`src/rtl/alpha_mean_pkg.sv`:
```
// Shared definitions for the Modified Alpha Mean Filter: state encoding and
// parameter derivations used by the sorter and the trimmed-mean stage.
package alpha_mean_pkg;

  // One-hot state codes for the trimmed-mean controller
  localparam logic [3:0] ST_IDLE   = 4'b0001;
  localparam logic [3:0] ST_ACCUM  = 4'b0010;
  localparam logic [3:0] ST_DIVIDE = 4'b0100;
  localparam logic [3:0] ST_DONE   = 4'b1000;

  typedef enum logic [3:0] {
    S_IDLE   = ST_IDLE,
    S_ACCUM  = ST_ACCUM,
    S_DIVIDE = ST_DIVIDE,
    S_DONE   = ST_DONE
  } state_e;

  // Width of one sorted index (shared with the sorter)
  function automatic int seq_w(input int dn);
    return (dn > 1) ? $clog2(dn) : 1;
  endfunction

  // Number of samples surviving the trim at both ends
  function automatic int n_keep(input int dn, input int trim);
    return dn - 2 * trim;
  endfunction

  // Accumulator width: covers DN full-scale samples plus the rounding bias
  function automatic int sum_w(input int dn, input int dw);
    return dw + $clog2(dn) + 1;
  endfunction

endpackage

```
`src/rtl/seq_divider.sv`:
```
// Sequential restoring divider: one quotient bit per cycle, MSB first.
// A start pulse loads the dividend; W cycles later done pulses for one cycle
// with the final quotient presented combinationally in that same cycle.
module seq_divider #(
  parameter int W  = 14,
  parameter int QW = 8
) (
  input  logic          clk,
  input  logic          rst_n,
  input  logic          start,
  input  logic [W-1:0]  dividend,
  input  logic [W-1:0]  divisor,
  output logic          done,
  output logic [QW-1:0] quotient
);

  localparam int CW = $clog2(W + 1);

  logic [W-1:0]  rem_q, rem_d;
  logic [W-1:0]  quo_q, quo_d;
  logic [CW-1:0] cnt_q, cnt_d;
  logic          run_q, run_d;
  logic [W:0]    trial;
  logic [W:0]    diff;

  // One restoring step per cycle; diff[W] is the borrow that says trial < divisor
  always_comb begin
    rem_d    = rem_q;
    quo_d    = quo_q;
    cnt_d    = cnt_q;
    run_d    = run_q;
    done     = 1'b0;
    trial    = {rem_q, quo_q[W-1]};
    diff     = trial - {1'b0, divisor};
    if (start) begin
      rem_d = '0;
      quo_d = dividend;
      cnt_d = CW'(W);
      run_d = 1'b1;
    end else if (run_q) begin
      if (!diff[W]) begin
        rem_d = diff[W-1:0];
        quo_d = {quo_q[W-2:0], 1'b1};
      end else begin
        rem_d = trial[W-1:0];
        quo_d = {quo_q[W-2:0], 1'b0};
      end
      cnt_d = cnt_q - 1'b1;
      if (cnt_q == CW'(1)) begin
        done  = 1'b1;
        run_d = 1'b0;
      end
    end
    quotient = quo_d[QW-1:0];
  end

  // Divider state registers
  always_ff @(posedge clk or negedge rst_n) begin
    if (!rst_n) begin
      rem_q <= '0;
      quo_q <= '0;
      cnt_q <= '0;
      run_q <= 1'b0;
    end else begin
      rem_q <= rem_d;
      quo_q <= quo_d;
      cnt_q <= cnt_d;
      run_q <= run_d;
    end
  end

endmodule

```
`src/rtl/alpha_trim_mean.sv`:
```
// Trimmed-mean stage of the Modified Alpha Mean Filter. Captures a window and
// its sorted index list, sums the middle N_KEEP samples one per cycle starting
// from a round-to-nearest bias, then divides sequentially by N_KEEP.
module alpha_trim_mean
  import alpha_mean_pkg::*;
#(
  parameter int DN          = 25,
  parameter int DW          = 8,
  parameter int DW_sequence = seq_w(DN),
  parameter int TRIM        = 6
) (
  input  logic                      clk,
  input  logic                      rst_n,
  input  logic                      sort_finish,
  input  logic [DW*DN-1:0]          data_unsort,
  input  logic [DW_sequence*DN-1:0] sequence_sorted,
  output logic [DW-1:0]             mean_out,
  output logic                      mean_valid,
  output logic                      busy,
  output logic                      overrun
);

  localparam int N_KEEP = n_keep(DN, TRIM);
  localparam int SUM_W  = sum_w(DN, DW);
  localparam logic [DW_sequence-1:0] K_FIRST = DW_sequence'(TRIM);
  localparam logic [DW_sequence-1:0] K_LAST  = DW_sequence'(DN - TRIM - 1);
  localparam logic [SUM_W-1:0]       BIAS    = SUM_W'(N_KEEP / 2);
  localparam logic [SUM_W-1:0]       DIVISOR = SUM_W'(N_KEEP);

  if (2 * TRIM >= DN) begin : g_trim_check
    $error("alpha_trim_mean: 2*TRIM must be less than DN");
  end

  state_e                    state_q, state_d;
  logic [DW*DN-1:0]          data_q, data_d;
  logic [DW_sequence*DN-1:0] seq_q, seq_d;
  logic [SUM_W-1:0]          sum_q, sum_d;
  logic [DW_sequence-1:0]    k_q, k_d;
  logic [DW-1:0]             mean_out_q, mean_out_d;
  logic                      mean_valid_q, mean_valid_d;
  logic                      busy_q, busy_d;
  logic                      overrun_q, overrun_d;

  logic [DW_sequence-1:0]    cur_idx;
  logic [DW-1:0]             cur_sample;
  logic                      div_start;
  logic                      div_done;
  logic [DW-1:0]             div_quo;

  seq_divider #(
    .W  (SUM_W),
    .QW (DW)
  ) u_div (
    .clk      (clk),
    .rst_n    (rst_n),
    .start    (div_start),
    .dividend (sum_d),
    .divisor  (DIVISOR),
    .done     (div_done),
    .quotient (div_quo)
  );

  // Controller: capture, accumulate slot k, hand the sum to the divider, publish
  always_comb begin
    state_d      = state_q;
    data_d       = data_q;
    seq_d        = seq_q;
    sum_d        = sum_q;
    k_d          = k_q;
    mean_out_d   = mean_out_q;
    mean_valid_d = 1'b0;
    div_start    = 1'b0;
    overrun_d    = sort_finish && (state_q != S_IDLE);
    cur_idx      = seq_q[k_q*DW_sequence +: DW_sequence];
    cur_sample   = data_q[cur_idx*DW +: DW];
    case (state_q)
      S_IDLE: begin
        if (sort_finish) begin
          data_d  = data_unsort;
          seq_d   = sequence_sorted;
          sum_d   = BIAS;
          k_d     = K_FIRST;
          state_d = S_ACCUM;
        end
      end
      S_ACCUM: begin
        sum_d = sum_q + SUM_W'(cur_sample);
        k_d   = k_q + 1'b1;
        if (k_q == K_LAST) begin
          // Divider loads the final sum on the same edge we enter DIVIDE
          div_start = 1'b1;
          state_d   = S_DIVIDE;
        end
      end
      S_DIVIDE: begin
        if (div_done) begin
          mean_out_d   = div_quo;
          mean_valid_d = 1'b1;
          state_d      = S_DONE;
        end
      end
      S_DONE:  state_d = S_IDLE;
      default: state_d = S_IDLE;
    endcase
    busy_d = (state_d != S_IDLE);
  end

  // State, capture, accumulator and output registers
  always_ff @(posedge clk or negedge rst_n) begin
    if (!rst_n) begin
      state_q      <= S_IDLE;
      data_q       <= '0;
      seq_q        <= '0;
      sum_q        <= '0;
      k_q          <= '0;
      mean_out_q   <= '0;
      mean_valid_q <= 1'b0;
      busy_q       <= 1'b0;
      overrun_q    <= 1'b0;
    end else begin
      state_q      <= state_d;
      data_q       <= data_d;
      seq_q        <= seq_d;
      sum_q        <= sum_d;
      k_q          <= k_d;
      mean_out_q   <= mean_out_d;
      mean_valid_q <= mean_valid_d;
      busy_q       <= busy_d;
      overrun_q    <= overrun_d;
    end
  end

  assign mean_out   = mean_out_q;
  assign mean_valid = mean_valid_q;
  assign busy       = busy_q;
  assign overrun    = overrun_q;

endmodule

```
`config.mk`:
```
export PLATFORM = sky130hd
export DESIGN_NAME = alpha_trim_mean
export DESIGN_NICKNAME = d
export VERILOG_FILES = /design/src/rtl/alpha_mean_pkg.sv /design/src/rtl/seq_divider.sv /design/src/rtl/alpha_trim_mean.sv
export SDC_FILE = /design/constraint.sdc
export NUM_CORES = 1
export LEC_CHECK = 0
export CORE_ASPECT_RATIO = 0.8
export CORE_MARGIN = 4
export CORE_UTILIZATION = 50
export DETAILED_ROUTE_END_ITERATION = 12
export GPL_TIMING_DRIVEN = 0
export PLACE_DENSITY = 0.74
export SYNTH_ARGS = -nofsm -noshare
export SYNTH_HDL_FRONTEND = slang
export SYNTH_SLANG_ARGS = --single-unit
```
`constraint.sdc`:
```
create_clock -name clk -period 13.18 [get_ports clk]
set_clock_uncertainty 0.15 [all_clocks]
set_input_delay 2.636 -clock clk [delete_from_list [all_inputs] [get_ports clk]]
set_output_delay 2.636 -clock clk [all_outputs]
set_load 0.02 [all_outputs]
```
Word level (Yosys, flattened, before mapping)
Index checks and enable logic that the tools add are counted.

cells by class
  add/sub/neg operators = 4
  multiply operators = 1
  equality and inequality tests = 8
  shift-type cells = 2
  muxes and demuxes = 26
  reductions and logical operators = 6

operators by type and width
  operator               count
  $shiftx 200x9->8       1
  $shiftx 125x9->5       1
  $mux 14                6
  $pmux 14 s2            1
  $mux 4                 5
  $sub 15x4->15 const B  1
  $add 14x8->14          1
  $pmux 4 s3             1
  $mux 1                 11
  $pmux 5 s2             1
  $eq 4x1->1 const B     2
  $mul 5x3->8 const B    1
  $ne 4x1->1 const B     2
  $reduce_and 2->1       3
  $add 5x1->5 const B    1
  $eq 5x5->1 const B     1
  $mux 5                 1
  $eq 4x2->1 const B     1
  $eq 4x3->1 const B     1
  $reduce_bool 2->1      2
  $sub 4x1->4 const B    1
  $ne 2x2->1 const B     1
  $logic_and 1x1->1      1

word-level totals
  bits in registers = 392
  input port bits = 328
  output and inout port bits = 11

Depth between registers and ports, before layout
  depth in word-level cells = 7
  gate-level depth with buffers = 27

By module
A second synthesis with hierarchy kept.

second synthesis, totals
  cell total of the unflattened synthesis = 2171
  area total of the unflattened synthesis = 19351.1 um^2

by module, submodules not included
  module           times used  cells each  area each (um^2)  seq. area each (um^2)
  alpha_trim_mean  1           1902        16943.8           8984.9
  seq_divider      1           269         2407.3            825.8

Worst setup path before layout
Ideal clock, no wire load.

  path type = register to register
  from = register k_q[1]
  to = register sum_q[13]
  arrival time = 4526 ps
  slack = 8422 ps
  cell stages (with the launch flop) = 24
  path buffers = 5
  period minus slack after synthesis = 4758 ps
  cell sequence = dfrtp_1 -> buf_6 -> buf_8 -> buf_6 -> buf_4 -> mux4_2 -> mux2_2 -> nand2_1 -> nand4_1 -> buf_4 -> a21boi_1 -> a22o_1 -> and3_1 -> a221o_1 -> ha_1 -> a21o_1 -> a21oi_1 -> o21ai_0 -> a21oi_1 -> o21bai_1 -> a21oi_1 -> or3b_2 -> or3_1 -> o21ai_0

on the way
  word-level cells in the longest chain between the ends = 5

RTL lines
  element                 line                    RTL
  from (decl)             alpha_trim_mean.sv:38   logic [DW_sequence-1:0] k_q, k_d;
  from (signal assigned)  alpha_trim_mean.sv:125  k_q <= k_d;
  $mul 5x3->8             alpha_trim_mean.sv:74   cur_idx = seq_q[k_q*DW_sequence +: DW_sequence];
  $shiftx 125x9->5        alpha_trim_mean.sv:74
  $shiftx 200x9->8        alpha_trim_mean.sv:75   cur_sample = data_q[cur_idx*DW +: DW];
  $add 14x8->14           alpha_trim_mean.sv:87   sum_d = sum_q + SUM_W'(cur_sample);
  $pmux 14 s2             alpha_trim_mean.sv:76   case (state_q)
  net sum_d[13]           alpha_trim_mean.sv:37   logic [SUM_W-1:0] sum_q, sum_d;
  to (signal assigned)    alpha_trim_mean.sv:124  sum_q <= sum_d;
  to (decl)               alpha_trim_mean.sv:37

The timed path passes the listed nets, and every way through them passes these cells.
A chain may end at the register's enable or synchronous reset.

Worst setup path after layout
  from = register k_q[3]
  to = register mean_out_q[6] (netlist: mean_out[6])

on the way
  word-level cells in the longest chain between the ends = 6

RTL lines
  element               line                    RTL
  $mul 5x3->8           alpha_trim_mean.sv:74
  $shiftx 125x9->5      alpha_trim_mean.sv:74
  $shiftx 200x9->8      alpha_trim_mean.sv:75
  $add 14x8->14         alpha_trim_mean.sv:87
  $pmux 14 s2           alpha_trim_mean.sv:76
  net sum_d[6]          alpha_trim_mean.sv:37
  $mux 14               seq_divider.sv:35       if (start) begin
  net div_quo[6]        alpha_trim_mean.sv:48   logic [DW-1:0] div_quo;
  to (signal assigned)  alpha_trim_mean.sv:126  mean_out_q <= mean_out_d;
  to (decl)             alpha_trim_mean.sv:39   logic [DW-1:0] mean_out_q, mean_out_d;

The timed path passes the listed nets, and every way through them passes these cells.

==> flow_metrics.env <==
export IMPL_area_growth_pct=29.3
export IMPL_worstMarginPinSlew_ps=958
export IMPL_slew_viol_final=0
export IMPL_worst_ep_required_time_ps=13450
export IMPL_cts_tree="done"
export IMPL_firstDrtPassIters=5
export IMPL_relSlewSlack_pct=35.9
export IMPL_end_kind="register"
export IMPL_max_vdd_ir_drop_mv=0.161
export IMPL_crit_type="register to register"
export IMPL_cap_viol_max_count=0
export IMPL_hold_violations=0
export IMPL_clkSinkCount=392
export IMPL_ctsHoldBuffers=0
export IMPL_clk_pin_slew_ps=60
export IMPL_final_cells=2317
export IMPL_cp_common_cell="o21ai_0"
export IMPL_h_tree_depth=2
export IMPL_globalplace_congestion=0.905
export IMPL_fin_ws_ps=6820
export IMPL_drt_total_wl_mm=54.7
export IMPL_avgRoutedWirePerCell_um=23.6
export IMPL_final_cell_mix="dfrtp_1 (391), mux2_2 (340), clkdlybuf4s50_1 (337)"
export IMPL_reg2reg_depth=24
export IMPL_num_rows=62
export IMPL_grtUsageTotal_pct=26.4
export IMPL_holdPathStages=2
export IMPL_yosys_top_cells_area="dfrtp_1 (53%), mux2_2 (21%), mux2i_1 (4.5%)"
export IMPL_hold_path_class="register to register"
export IMPL_pwr_density_cell_nw_per_um2=292
export IMPL_grt_overflow=0
export IMPL_dr_total_vias=13300
export IMPL_ys_flop_type="dfrtp_1"
export IMPL_port_buffer_count=338
export IMPL_core_um2=36100
export IMPL_netlist_instances=1418
export IMPL_crit_family="compound AO/OA/AOI/OAI gates"
export IMPL_numCtsBuffers=41
export IMPL_start_kind="register"
export IMPL_grt_pass1_wl_mm=82.5
export IMPL_start_util_pct=51.0
export IMPL_cp_cell_sequence="buf_2 > buf_2 > buf_1 > mux4_2 > o211ai_1 > nand4_1 > buf_4 > buf_4 > mux2i_1 > a22oi_1 > nand2_1 > o21ai_0 > ha_1 > inv_1 > fa_1 > nor2b_1 > o21ai_0 > a21boi_0 > o21ai_0 > a21oi_1 > nand2b_1 > o21ai_0 > a21o_1 > mux2_2"
export IMPL_final_nets=2145
export IMPL_die_area_um2=40000
export IMPL_status="finished clean"
export IMPL_die_width_um=223
export IMPL_path_buf_inv=6
export IMPL_ctsResizeCount=0
export IMPL_yosys_warnings=0
export IMPL_clockBufferDepth=3
export IMPL_period_share_pct=48.2
export IMPL_grt_pass1_vias=14000
export IMPL_io_pin_count=339
export IMPL_dieHeight_um=180
export IMPL_cp_depth=24
export IMPL_synthDistinctLibCells=68
export IMPL_synth_async_reset_ratio_pct=100
export IMPL_synth_edf_count=0
export IMPL_grt_antenna_before_repair=15
export IMPL_crit_fanout=10
export IMPL_avgSynthCellArea_um2=13.0
export IMPL_drive_gt1_share_pct=25.7
export IMPL_clock_root_buffer="clkbuf_16"
export IMPL_syn_area_um2=18400
export IMPL_drt_iter0_drc=905
export IMPL_final_common_cell="dfrtp_1"
export IMPL_dp_cells=2239
export IMPL_finalPower_mw=6.96
export IMPL_final_antenna_net_count=0
export IMPL_via_per_inst=5.75
export IMPL_finalSetupViolCount=0
export IMPL_grt_max_degree=121
export IMPL_ys_seq_area_share_pct=53.3
export IMPL_synth_top_cell_area_share_pct=53.1
export IMPL_post_cts_buffers=0
export IMPL_place_hpwl_mm=41.0
export IMPL_rsz0062_at_grt="false"
export IMPL_max_stage_delay_ps=550
export IMPL_cp_slowest_cell="buf_1"
export IMPL_netlist_top_cell_by_area="dfrtp_1"
export IMPL_dp_slack_ps=6940
export IMPL_cp_arrival_ps=6630
export IMPL_route_detailed_drc=0
export IMPL_max_freq_mhz=157
export IMPL_synth_nets=1761
export IMPL_ys_seq_elements=392
export IMPL_clk_latency_ps=540
export IMPL_p_leak_nw=10.1
export IMPL_layout_min_cycle_time_ps=6360
[cell type report]
class	count	area, µm²
inverters	19	71.3
well taps	480	601
multi-input cells	916	8070
fillers	2809	12300
clock buffers	58	1170
diodes	10	25.0
flip-flops and latches	392	9810
repair buffers	341	3470
plain buffers	91	465
clock inverters	10	135
[path summary, 6_finish.rpt]
kind | start | end | slack (ps)
setup / recovery | k_q[3] | mean_out[6] | 6820
hold / removal | mean_out[7] | mean_out[7] | 320
setup reg to reg | k_q[3] | mean_out[6] | 6820
hold reg to reg | mean_out[7] | mean_out[7] | 320
max in group asynchronous | rst_n | data_q[167] | 9390
min in group asynchronous | rst_n | seq_q[79] | 1900
[synth_stat cells, drive strengths merged (4+ instances only)]
library cell	instances
mux2i	84
clkbuf	55
a21boi	5
a221oi	16
a31oi	16
or3	4
a32oi	7
xnor2	18
o21ai	53
a32o	6
a211oi	12
ha	14
mux2	341
a22o	6
a22oi	21
nand2b	7
buf	36
a21o	4
and2	6
xor2	11
nand3b	4
and3	5
a21oi	38
nand3	6
nor2	29
o211ai	4
mux4	22
inv	19
nor2b	15
nand2	122
dfrtp	391
nor3	12
[report_power, final]
part	total [mW]	switching, mW	internal, mW
clock	1.15	0.472	0.675
sequential	2.08	0.308	1.77
combinational	3.73	2.04	1.69
total	6.96	2.82	4.14
[stage by stage]
stage | utilization, % | instance area (µm²) | hold slack [ps] | setup TNS (ps)
floorplan | - | 18400 | 306 | 0
detailed placement | 62.2 | 22500 | 317 | 0
global route | 65.9 | 23800 | 350 | 0
global placement | 62.0 | 22400 | 314 | -3019070
finish | 65.9 | 23800 | 324 | 0
CTS | 65.8 | 23800 | 332 | 0
[layer usage]
layer / GRT usage (%) / vias to the layer above / share of wire (%)
met1: 37.6 / 6869 / 44
met3: 6.70 / 88 / 7.0
met2: 41.0 / 441 / 46
met4: 7.02 / 12 / 2.1
li1: - / 5908 / -
met5: 0 / - / 0.14
[registers in the layout (all words and copies together), names as in the netlist, 4 cells and up]
signal	cells
data_q	200
seq_q	125
sum_q	14
u_div.quo_q	14
u_div.rem_q	14
mean_out	8
k_q	5
state_q	4
u_div.cnt_q	4
[cell families (layout without fill, tap and decap cells)]
family | Yosys count | after routing | synth area share (%)
flops | 392 | 392 | 53.3
xor+xnor | 29 | 29 | 1.48
buf+inv | 110 | 519 | 2.91
simple gates | 225 | 225 | 5.79
mux | 447 | 447 | 28.3
compound gates | 200 | 200 | 7.23
fa+ha+maj | 15 | 15 | 1.06
other cells | 0 | 10 | 0
[worst register-to-register path, delay by kind of cell (launching register included)]
family                     cells  cell delay [ps]
buffers and inverters          6             1690
adders and majority gates      2              670
and+or+nand+nor                4              560
AOI/OAI and AO/OA              9             2010
DFF                            1              340
muxes                          3              830
Power figures use the tool's default switching activity.
